File: src/rtl/pc_fetch_seq_if.sv
// Fetch-sequencer bus: control inputs from the decoder and PC/interrupt status back to it.
// The slave side is the sequencer; the master side is the decoder/core.
interface pc_fetch_seq_if #(
  parameter int ADDR_W = 10
);
  logic              STALL;
  logic              PC_LD;
  logic [1:0]        PC_MUX_SEL;
  logic [ADDR_W-1:0] FROM_IMMED;
  logic [ADDR_W-1:0] FROM_STACK;
  logic              INT_REQ;
  logic              INT_EN;
  logic [ADDR_W-1:0] PC_COUNT;
  logic              EXEC_EN;
  logic              INT_ACK;
  logic [ADDR_W-1:0] SAVED_PC;
  logic              INT_PEND;

  modport slave (
    input  STALL, PC_LD, PC_MUX_SEL, FROM_IMMED, FROM_STACK, INT_REQ, INT_EN,
    output PC_COUNT, EXEC_EN, INT_ACK, SAVED_PC, INT_PEND
  );

  modport master (
    output STALL, PC_LD, PC_MUX_SEL, FROM_IMMED, FROM_STACK, INT_REQ, INT_EN,
    input  PC_COUNT, EXEC_EN, INT_ACK, SAVED_PC, INT_PEND
  );
endinterface

File: src/rtl/pc_fetch_seq.sv
// Program counter and FETCH/EXEC/INTR sequencer in front of a registered-read program ROM.
// Every output is a flop or a decode of the state register only.
module pc_fetch_seq #(
  parameter int                ADDR_W     = 10,
  parameter logic [ADDR_W-1:0] RESET_ADDR = 10'h000,
  parameter logic [ADDR_W-1:0] INT_VECTOR = 10'h3FF
) (
  input  logic          CLK,
  input  logic          RST,
  pc_fetch_seq_if.slave bus
);

  typedef enum logic [1:0] {
    ST_FETCH = 2'd0,
    ST_EXEC  = 2'd1,
    ST_INTR  = 2'd2
  } state_e;

  state_e            state_q, state_d;
  logic [ADDR_W-1:0] pc_q, pc_d;
  logic [ADDR_W-1:0] saved_pc_q, saved_pc_d;
  logic              int_pend_q, int_pend_d;
  logic [ADDR_W-1:0] load_addr;

  always_comb begin
    unique case (bus.PC_MUX_SEL)
      2'd0:    load_addr = bus.FROM_IMMED;
      2'd1:    load_addr = bus.FROM_STACK;
      2'd2:    load_addr = INT_VECTOR;
      default: load_addr = RESET_ADDR;
    endcase
  end

  // NOTE: every signal gets its hold value first so no path leaves it unassigned (no latches).
  always_comb begin
    state_d    = state_q;
    pc_d       = pc_q;
    saved_pc_d = saved_pc_q;
    int_pend_d = int_pend_q | bus.INT_REQ;

    unique case (state_q)
      ST_FETCH: begin
        if (!bus.STALL) state_d = ST_EXEC;
      end

      ST_EXEC: begin
        if (!bus.STALL) begin
          pc_d = bus.PC_LD ? load_addr : pc_q + 1'b1;
          if ((int_pend_q | bus.INT_REQ) && bus.INT_EN) begin
            state_d    = ST_INTR;
            // Return address is the already-updated PC, including a same-cycle load.
            saved_pc_d = pc_d;
          end else begin
            state_d = ST_FETCH;
          end
        end
      end

      ST_INTR: begin
        pc_d       = INT_VECTOR;
        // A request arriving during the acknowledge cycle must stay pending.
        int_pend_d = bus.INT_REQ;
        state_d    = ST_FETCH;
      end

      default: state_d = ST_FETCH;
    endcase
  end

  // NOTE: sequential state uses non-blocking assignments so all flops update from pre-edge values.
  always_ff @(posedge CLK or posedge RST) begin
    if (RST) begin
      state_q    <= ST_FETCH;
      pc_q       <= RESET_ADDR;
      saved_pc_q <= '0;
      int_pend_q <= 1'b0;
    end else begin
      state_q    <= state_d;
      pc_q       <= pc_d;
      saved_pc_q <= saved_pc_d;
      int_pend_q <= int_pend_d;
    end
  end

  assign bus.PC_COUNT = pc_q;
  assign bus.EXEC_EN  = (state_q == ST_EXEC);
  assign bus.INT_ACK  = (state_q == ST_INTR);
  assign bus.SAVED_PC = saved_pc_q;
  assign bus.INT_PEND = int_pend_q;

endmodule

File: src/flat_wrapper.sv
// flat-port wrapper written by rule: the top's interface ports become plain ports
module pc_fetch_seq_flat 
#(
  parameter int                ADDR_W     = 10,
  parameter logic [ADDR_W-1:0] RESET_ADDR = 10'h000,
  parameter logic [ADDR_W-1:0] INT_VECTOR = 10'h3FF
)
  (CLK, RST, bus_STALL, bus_PC_LD, bus_PC_MUX_SEL, bus_FROM_IMMED, bus_FROM_STACK, bus_INT_REQ, bus_INT_EN, bus_PC_COUNT, bus_EXEC_EN, bus_INT_ACK, bus_SAVED_PC, bus_INT_PEND);
  pc_fetch_seq_if #(.ADDR_W(ADDR_W)) bus_i ();
  input  logic CLK;
  input  logic RST;
  input wire logic [$bits(bus_i.STALL)-1:0] bus_STALL;
  input wire logic [$bits(bus_i.PC_LD)-1:0] bus_PC_LD;
  input wire logic [$bits(bus_i.PC_MUX_SEL)-1:0] bus_PC_MUX_SEL;
  input wire logic [$bits(bus_i.FROM_IMMED)-1:0] bus_FROM_IMMED;
  input wire logic [$bits(bus_i.FROM_STACK)-1:0] bus_FROM_STACK;
  input wire logic [$bits(bus_i.INT_REQ)-1:0] bus_INT_REQ;
  input wire logic [$bits(bus_i.INT_EN)-1:0] bus_INT_EN;
  output wire logic [$bits(bus_i.PC_COUNT)-1:0] bus_PC_COUNT;
  output wire logic [$bits(bus_i.EXEC_EN)-1:0] bus_EXEC_EN;
  output wire logic [$bits(bus_i.INT_ACK)-1:0] bus_INT_ACK;
  output wire logic [$bits(bus_i.SAVED_PC)-1:0] bus_SAVED_PC;
  output wire logic [$bits(bus_i.INT_PEND)-1:0] bus_INT_PEND;
  assign bus_i.STALL = bus_STALL;
  assign bus_i.PC_LD = bus_PC_LD;
  assign bus_i.PC_MUX_SEL = bus_PC_MUX_SEL;
  assign bus_i.FROM_IMMED = bus_FROM_IMMED;
  assign bus_i.FROM_STACK = bus_FROM_STACK;
  assign bus_i.INT_REQ = bus_INT_REQ;
  assign bus_i.INT_EN = bus_INT_EN;
  assign bus_PC_COUNT = bus_i.PC_COUNT;
  assign bus_EXEC_EN = bus_i.EXEC_EN;
  assign bus_INT_ACK = bus_i.INT_ACK;
  assign bus_SAVED_PC = bus_i.SAVED_PC;
  assign bus_INT_PEND = bus_i.INT_PEND;
  pc_fetch_seq #(.ADDR_W(ADDR_W), .RESET_ADDR(RESET_ADDR), .INT_VECTOR(INT_VECTOR)) u_core (.CLK(CLK), .RST(RST), .bus(bus_i));
endmodule
File: config.mk
export PLATFORM = sky130hd
export DESIGN_NAME = pc_fetch_seq_flat
export DESIGN_NICKNAME = d
export VERILOG_FILES = /design/src/rtl/pc_fetch_seq_if.sv /design/src/rtl/pc_fetch_seq.sv /design/src/flat_wrapper.sv
export SDC_FILE = /design/constraint.sdc
export NUM_CORES = 1
export LEC_CHECK = 0
export CAP_MARGIN = 0
export CORE_UTILIZATION = 44
export DETAILED_ROUTE_END_ITERATION = 16
export GPL_TIMING_DRIVEN = 0
export PLACE_DENSITY_LB_ADDON = 0.12
export SLEW_MARGIN = 20
export SYNTH_ARGS = -nofsm -noshare
export SYNTH_HDL_FRONTEND = slang
export SYNTH_SLANG_ARGS = --single-unit
File: constraint.sdc
create_clock -name CLK -period 5 [get_ports CLK]
set_input_delay 1.25 -clock CLK [delete_from_list [all_inputs] [get_ports CLK]]
set_output_delay 1.25 -clock CLK [all_outputs]
set_load 0.05 [all_outputs]
Yosys cells after proc, flatten, opt, wreduce, memory -nomap -nowiden:

Index checks and enable logic that the tools add are counted.

* logic and storage cells: 29
* bits in registers: 23
* bits of input ports: 28
* output and inout port bits: 23

* reduce and logical (&&, ||, !) cells: 7
* bitwise gates (word level): 2
* equal/unequal tests: 6
* mux-type cells: 9
* add/sub/neg operators: 1

Operator list (number)
* one-hot mux 10 bit (3 select lines): 1
* 2-to-1 mux 10 bit: 2
* one-hot mux 10 bit (2 select lines): 1
* adder 10 x 1 -> 10 bit (second input constant): 1
* 2-to-1 mux 2 bit: 3
* equality test 2 x 1 -> 1 bit (second input constant): 2
* equality test 2 bit (second input constant): 2
* zero test 2 bit: 2
* inequality test 2 bit (second input constant): 2
* one-hot mux 2 bit (2 select lines): 1
* AND reduction 2 bit: 2
* AND reduction 3 bit: 1
* nonzero test 2 bit: 1
* logical AND 1 bit: 1
* 2-to-1 mux 1 bit: 1
* inverter 1 bit: 1
* OR 1 bit: 1

Logic depth before layout (Yosys ltp):

* depth in word-level cells: 5
* depth in mapped cells: 6
* depth with buffers taken out: 5

Worst setup path after synthesis:

Ideal clock, no wire load.

* path kind: input-to-reg
* from: input port bus_STALL
* to: register u_core.saved_pc_q[5], in the netlist u_core.bus.SAVED_PC[5]
* buffers on the path: 2
* required time: 4.874 ns
* arrival: 2.227 ns
* stages on the path: 6
* library setup time: 0.126 ns
* path slack: 2.647 ns
* path through: or3b_1 -> or2_1 -> buf_6 -> buf_6 -> nand2_1 -> o21ai_2

* word-level cells in the longest chain between the ends: 2

Ends and longest elaborated chain
* start: declaration: RTL line flat_wrapper.sv:12 `input wire logic [$bits(bus_i.STALL)-1:0] bus_STALL;`
* inverter 1 bit (no line)
* AND reduction 3 bit (no line)
* end signal: assignment: RTL line pc_fetch_seq.sv:80 `saved_pc_q <= saved_pc_d;`
* end: declaration: RTL line pc_fetch_seq.sv:21 `logic [ADDR_W-1:0] saved_pc_q, saved_pc_d;`

No other way between the ends.
A chain may end at the register's enable or synchronous reset.

Worst setup path in the final report:

* from: register u_core.state_q[1]
* to: output port bus_INT_ACK

* word-level cells in the longest chain between the ends: 1

Ends and longest elaborated chain
* start: declaration: RTL line pc_fetch_seq.sv:19 `state_e state_q, state_d;`
* start signal: assignment: RTL line pc_fetch_seq.sv:78 `state_q <= state_d;`
* equality test 2 bit: RTL line pc_fetch_seq.sv:87 `assign bus.INT_ACK = (state_q == ST_INTR);`
* end: declaration: RTL line flat_wrapper.sv:21 `output wire logic [$bits(bus_i.INT_ACK)-1:0] bus_INT_ACK;`

No other way between the ends.

==> Flow_metrics.wiki <==
{| class="wikitable"
! Metric !! Value
|-
| Hold violation total from the final report || 0
|-
| Number of buffers added by the clock tree synthesis step || 3
|-
| Kind of start point of the critical path || flop
|-
| Slew Limit Headroom || 0.4267
|-
| Clk Latency, worst-skew pair || roughly 310 ps
|-
| CTS tree || built
|-
| Met3 demand-to-capacity share in global routing || 0.03628
|-
| Global routing's busiest layer || met2
|-
| Input/output buffers || 50
|-
| Actual transition at the worst max-transition pin || roughly 860 ps
|-
| Vias after detailed routing || between 1,000 and 1,500
|-
| Vertical extent of the die || 57.16 µm
|-
| Share of the clock period used by the worst path after layout || 0.6794
|-
| Cell with the largest stage delay on the worst path || sky130_fd_sc_hd__clkdlybuf4s50_1
|-
| WP buf/inv || 2
|-
| Type of the worst min-delay path || reg2reg
|-
| Met2 Track Usage GR || 0.3782
|-
| Top-level port count || 51
|-
| Req. time, crit path || 3750 ps
|-
| Post-synthesis cell type count || 38
|-
| Leakage power || 0.0007744 µW
|-
| Met1 global-route usage || 0.2713
|-
| Final period demand of the worst path || 3397 ps
|-
| Post-Syn Instances || 150
|-
| Routability Congestion || just over 0.8
|-
| Worst vdd rail ir drop || just over 0.4 mV
|-
| Detail-routed via count per cell || 5.643
|-
| Num Clock Sinks || 23
|-
| Setup Buffers After CTS || 0
|-
| Tot Pwr || about 1200 µW
|-
| Sequential-to-total area share from yosys stat || 0.4299
|-
| Iteration-0 DRC count of the detailed router || 67
|-
| Final-report max-slew violation count || 0
|-
| Final sum of negative setup slack || 0 ps
|-
| Area growth from synthesis to layout || 42.24%
|-
| Area enclosed by the die boundary || 3267 µm²
|-
| Number of H-tree levels || 1
|-
| Number of antenna violations at the first check in global routing || 0
|-
| Layout filler cell count || roughly 240
|-
| CP max stage delay || slightly below 900 ps
|-
| Power Density || around 620 nW/µm²
|-
| Worst setup path category || reg2out
|-
| Largest net degree at the start of global routing || 24
|-
| Placed wire-length estimate after detailed placement || about 2.7 mm
|-
| Wire length per cell || between 10 and 15 µm
|-
| Post-Syn Nets || roughly 180
|-
| Final Setup Violations || 0
|-
| Dominant delay contributor by cell family on the critical path || buffers and inverters
|-
| Share of cells above drive strength 1 || 0.05882
|-
| Nets@finish || ~230
|-
| Post-cts hold buffer count || 0
|-
| Cells resized by post-CTS repair || 0
|-
| Overall fraction of global-route tracks in use || 0.2176
|-
| Maximum net fanout on the critical path || 9
|-
| CTS root buf || sky130_fd_sc_hd__clkbuf_4
|-
| Synth Area per Inst || 8.925 µm²
|-
| Die width || 57.16 µm
|-
| Number of global-route vias before repair || ~1,200
|-
| Initial core utilization || 0.4732
|-
| Final Skew || around 8.1 ps
|-
| Gr ovfl total || 0
|-
| Outcome || complete, but fails checks
|-
| Ordered list of cells on the worst path || nor2b_1 -> clkbuf_1 -> clkdlybuf4s50_1
|-
| RSZ-0062 raised after global routing || false
|-
| Clock transition at the registers of the reported paths || between 100 and 150 ps
|-
| Worst setup EP type || primary output
|-
| Maximum clock rate || roughly 0.29 GHz
|-
| Wire length reported by the detailed router || approximately 3.4 mm
|-
| Placement Rows || 19
|-
| Post-route DRC violation count || 3
|-
| Residual antenna-violating net count after detailed routing || 0
|-
| Core footprint || 2829 µm²
|-
| Register bit total from synthesis || 23
|-
| Area of the multi-input gates || 693.2 µm²
|-
| Maximum number of buffers from clock root to sink || 2
|-
| Syn Std Cell Area || ~1300 µm²
|-
| Antenna Diode Count || 0
|-
| First-pass DRT Iterations || 10
|-
| Data arrival, critical path || roughly 2200 ps
|-
| Number of max-cap violations || 0
|-
| Sequential cell area || around 580 µm²
|-
| Yosys warnings || 0
|-
| Violated checks || DRC
|-
| Global-route wire length before repair || around 5.4 mm
|}
-- per-layer routing --
metal / vias to the layer above / wire length (µm)
li1: 647 / -
met1: 613 / 1474
met2: 59 / 1635
met3: 7 / 190
met4: 0 / 59
met5: - / 0
-- final timing paths --
check | startpoint | endpoint | slack, ps | cells after the start
max | u_core.state_q[1] | bus_INT_ACK | 1600 | 3
min | u_core.bus.SAVED_PC[8] | u_core.bus.SAVED_PC[8] | 510 | 2
max reg2reg | u_core.bus.PC_COUNT[0] | u_core.bus.PC_COUNT[8] | 3140 | 5
min reg2reg | u_core.bus.SAVED_PC[8] | u_core.bus.SAVED_PC[8] | 510 | 2
max in group asynchronous | RST | u_core.bus.PC_COUNT[8] | 3070 | 2
min in group asynchronous | RST | u_core.bus.SAVED_PC[0] | 1400 | 2
-- final cells by class --
| type | instances | area share |
|---|---|---|
| sequential | 23 | 0.3022 |
| clock buffer | 4 | 0.01380 |
| timing repair buffer | 50 | 0.2628 |
| buffer | 8 | 0.02431 |
| inverter | 6 | 0.01248 |
| multi-input combinational | 113 | 0.3640 |
| tap | 31 | 0.02037 |
-- worst register-to-register path, cell delays in order (launching register included) --
cell and delay (ps):
sky130_fd_sc_hd__dfrtp_1 460, sky130_fd_sc_hd__ha_1 280, sky130_fd_sc_hd__nand4_1 230, sky130_fd_sc_hd__or4b_1 570, sky130_fd_sc_hd__a21oi_1 160, sky130_fd_sc_hd__nor2_1 60
-- where the power goes --
part / internal (µW) / total (µW) / switching [µW]
Sequential: 268 / 353 / 85.2
Combinational: 268 / 747 / 479
Clock: 31.2 / 85.3 / 54.1
-- synth_stat cells --
library cell                instances  area [µm²]
sky130_fd_sc_hd__nand2_1           16       60.06
sky130_fd_sc_hd__buf_2              1       5.000
sky130_fd_sc_hd__dfrtp_1           23       575.6
sky130_fd_sc_hd__o21ba_2            2       20.02
sky130_fd_sc_hd__nand4_1            3       18.77
sky130_fd_sc_hd__a211o_1            2       17.52
sky130_fd_sc_hd__o21ai_0           14       70.07
sky130_fd_sc_hd__o31a_1             2       17.52
sky130_fd_sc_hd__nor4_1             2       12.51
sky130_fd_sc_hd__or2_1              1       6.260
sky130_fd_sc_hd__nand3b_1           4       30.03
sky130_fd_sc_hd__o21a_1             2       15.01
sky130_fd_sc_hd__nor3b_2            1       12.51
sky130_fd_sc_hd__xnor2_1            2       17.52
sky130_fd_sc_hd__nand3_1            4       20.02
sky130_fd_sc_hd__a31oi_1            3       18.77
sky130_fd_sc_hd__inv_1              5       18.77
sky130_fd_sc_hd__clkbuf_1           5       18.77
sky130_fd_sc_hd__nor2b_1            4       25.02
sky130_fd_sc_hd__clkinv_2           1       5.000
sky130_fd_sc_hd__or3b_1             1       8.760
sky130_fd_sc_hd__nor2_1            11       41.29
sky130_fd_sc_hd__o211ai_1           4       30.03
sky130_fd_sc_hd__or2_2              1       6.260
sky130_fd_sc_hd__o2bb2ai_1          4       35.03
sky130_fd_sc_hd__a21oi_1            4       20.02
sky130_fd_sc_hd__ha_1               1       12.51
sky130_fd_sc_hd__o21ai_1            7       35.03
sky130_fd_sc_hd__or4b_1             1       10.01
sky130_fd_sc_hd__xor2_1             2       17.52
sky130_fd_sc_hd__mux2i_1            3       30.03
sky130_fd_sc_hd__nor3_1             3       15.01
sky130_fd_sc_hd__o31ai_1            3       22.52
sky130_fd_sc_hd__o21bai_1           2       15.01
sky130_fd_sc_hd__buf_6              2       22.52
sky130_fd_sc_hd__a2bb2oi_1          2       17.52
sky130_fd_sc_hd__o21ai_2            1       8.760
sky130_fd_sc_hd__or3_1              1       6.260
-- cells in the final DEF, fill, tap and decap left out, drive strengths merged --
cell type,netlist,routed
a21oi,4,4
xor2,2,2
or3b,1,1
nor3b,1,1
nand4,3,3
or4b,1,1
clkbuf,5,9
a2bb2oi,2,2
o21ba,2,2
nor3,3,3
dfrtp,23,23
nor2,11,11
nand3b,4,4
xnor2,2,2
o31a,2,2
o31ai,3,3
clkdlybuf4s50,0,50
nor2b,4,4
nor4,2,2
o21a,2,2
o2bb2ai,4,4
or3,1,1
ha,1,1
nand3,4,4
clkinv,1,1
inv,5,5
a31oi,3,3
a211o,2,2
buf,3,3
o211ai,4,4
o21bai,2,2
mux2i,3,3
o21ai,22,22
nand2,16,16
or2,2,2
-- logic make-up (layout without fill, tap and decap cells) --
family,count (synthesis),in the layout,synth area share
flops,23,23,0.4299
xor+xnor,4,4,0.02617
compound gates,52,52,0.2561
buf+inv,14,68,0.05233
fa+ha+maj,1,1,0.009344
mux,3,3,0.02243
simple gates,53,53,0.2037
-- metrics by stage --
stage                     setup slack [ps]  cell area, µm²  utilization  hold slack [ps]  std cells
after floorplan                       2647            1339            -            470.7        150
after global placement                2023            1878       0.6639            460.3        231
final                                 1603            1904       0.6732            505.3        235
after detailed placement              1991            1878       0.6639            484.5        231
after global routing                  1517            1904       0.6732            538.0        235
after CTS                             1607            1904       0.6732            512.8        235
-- state kept, by name, indices dropped and copies added, names as in the netlist --
signal / count
u_core.bus.INT_PEND: 1
u_core.bus.PC_COUNT: 10
u_core.bus.SAVED_PC: 10
u_core.state_q: 2
(Power assumes the default switching activity.)
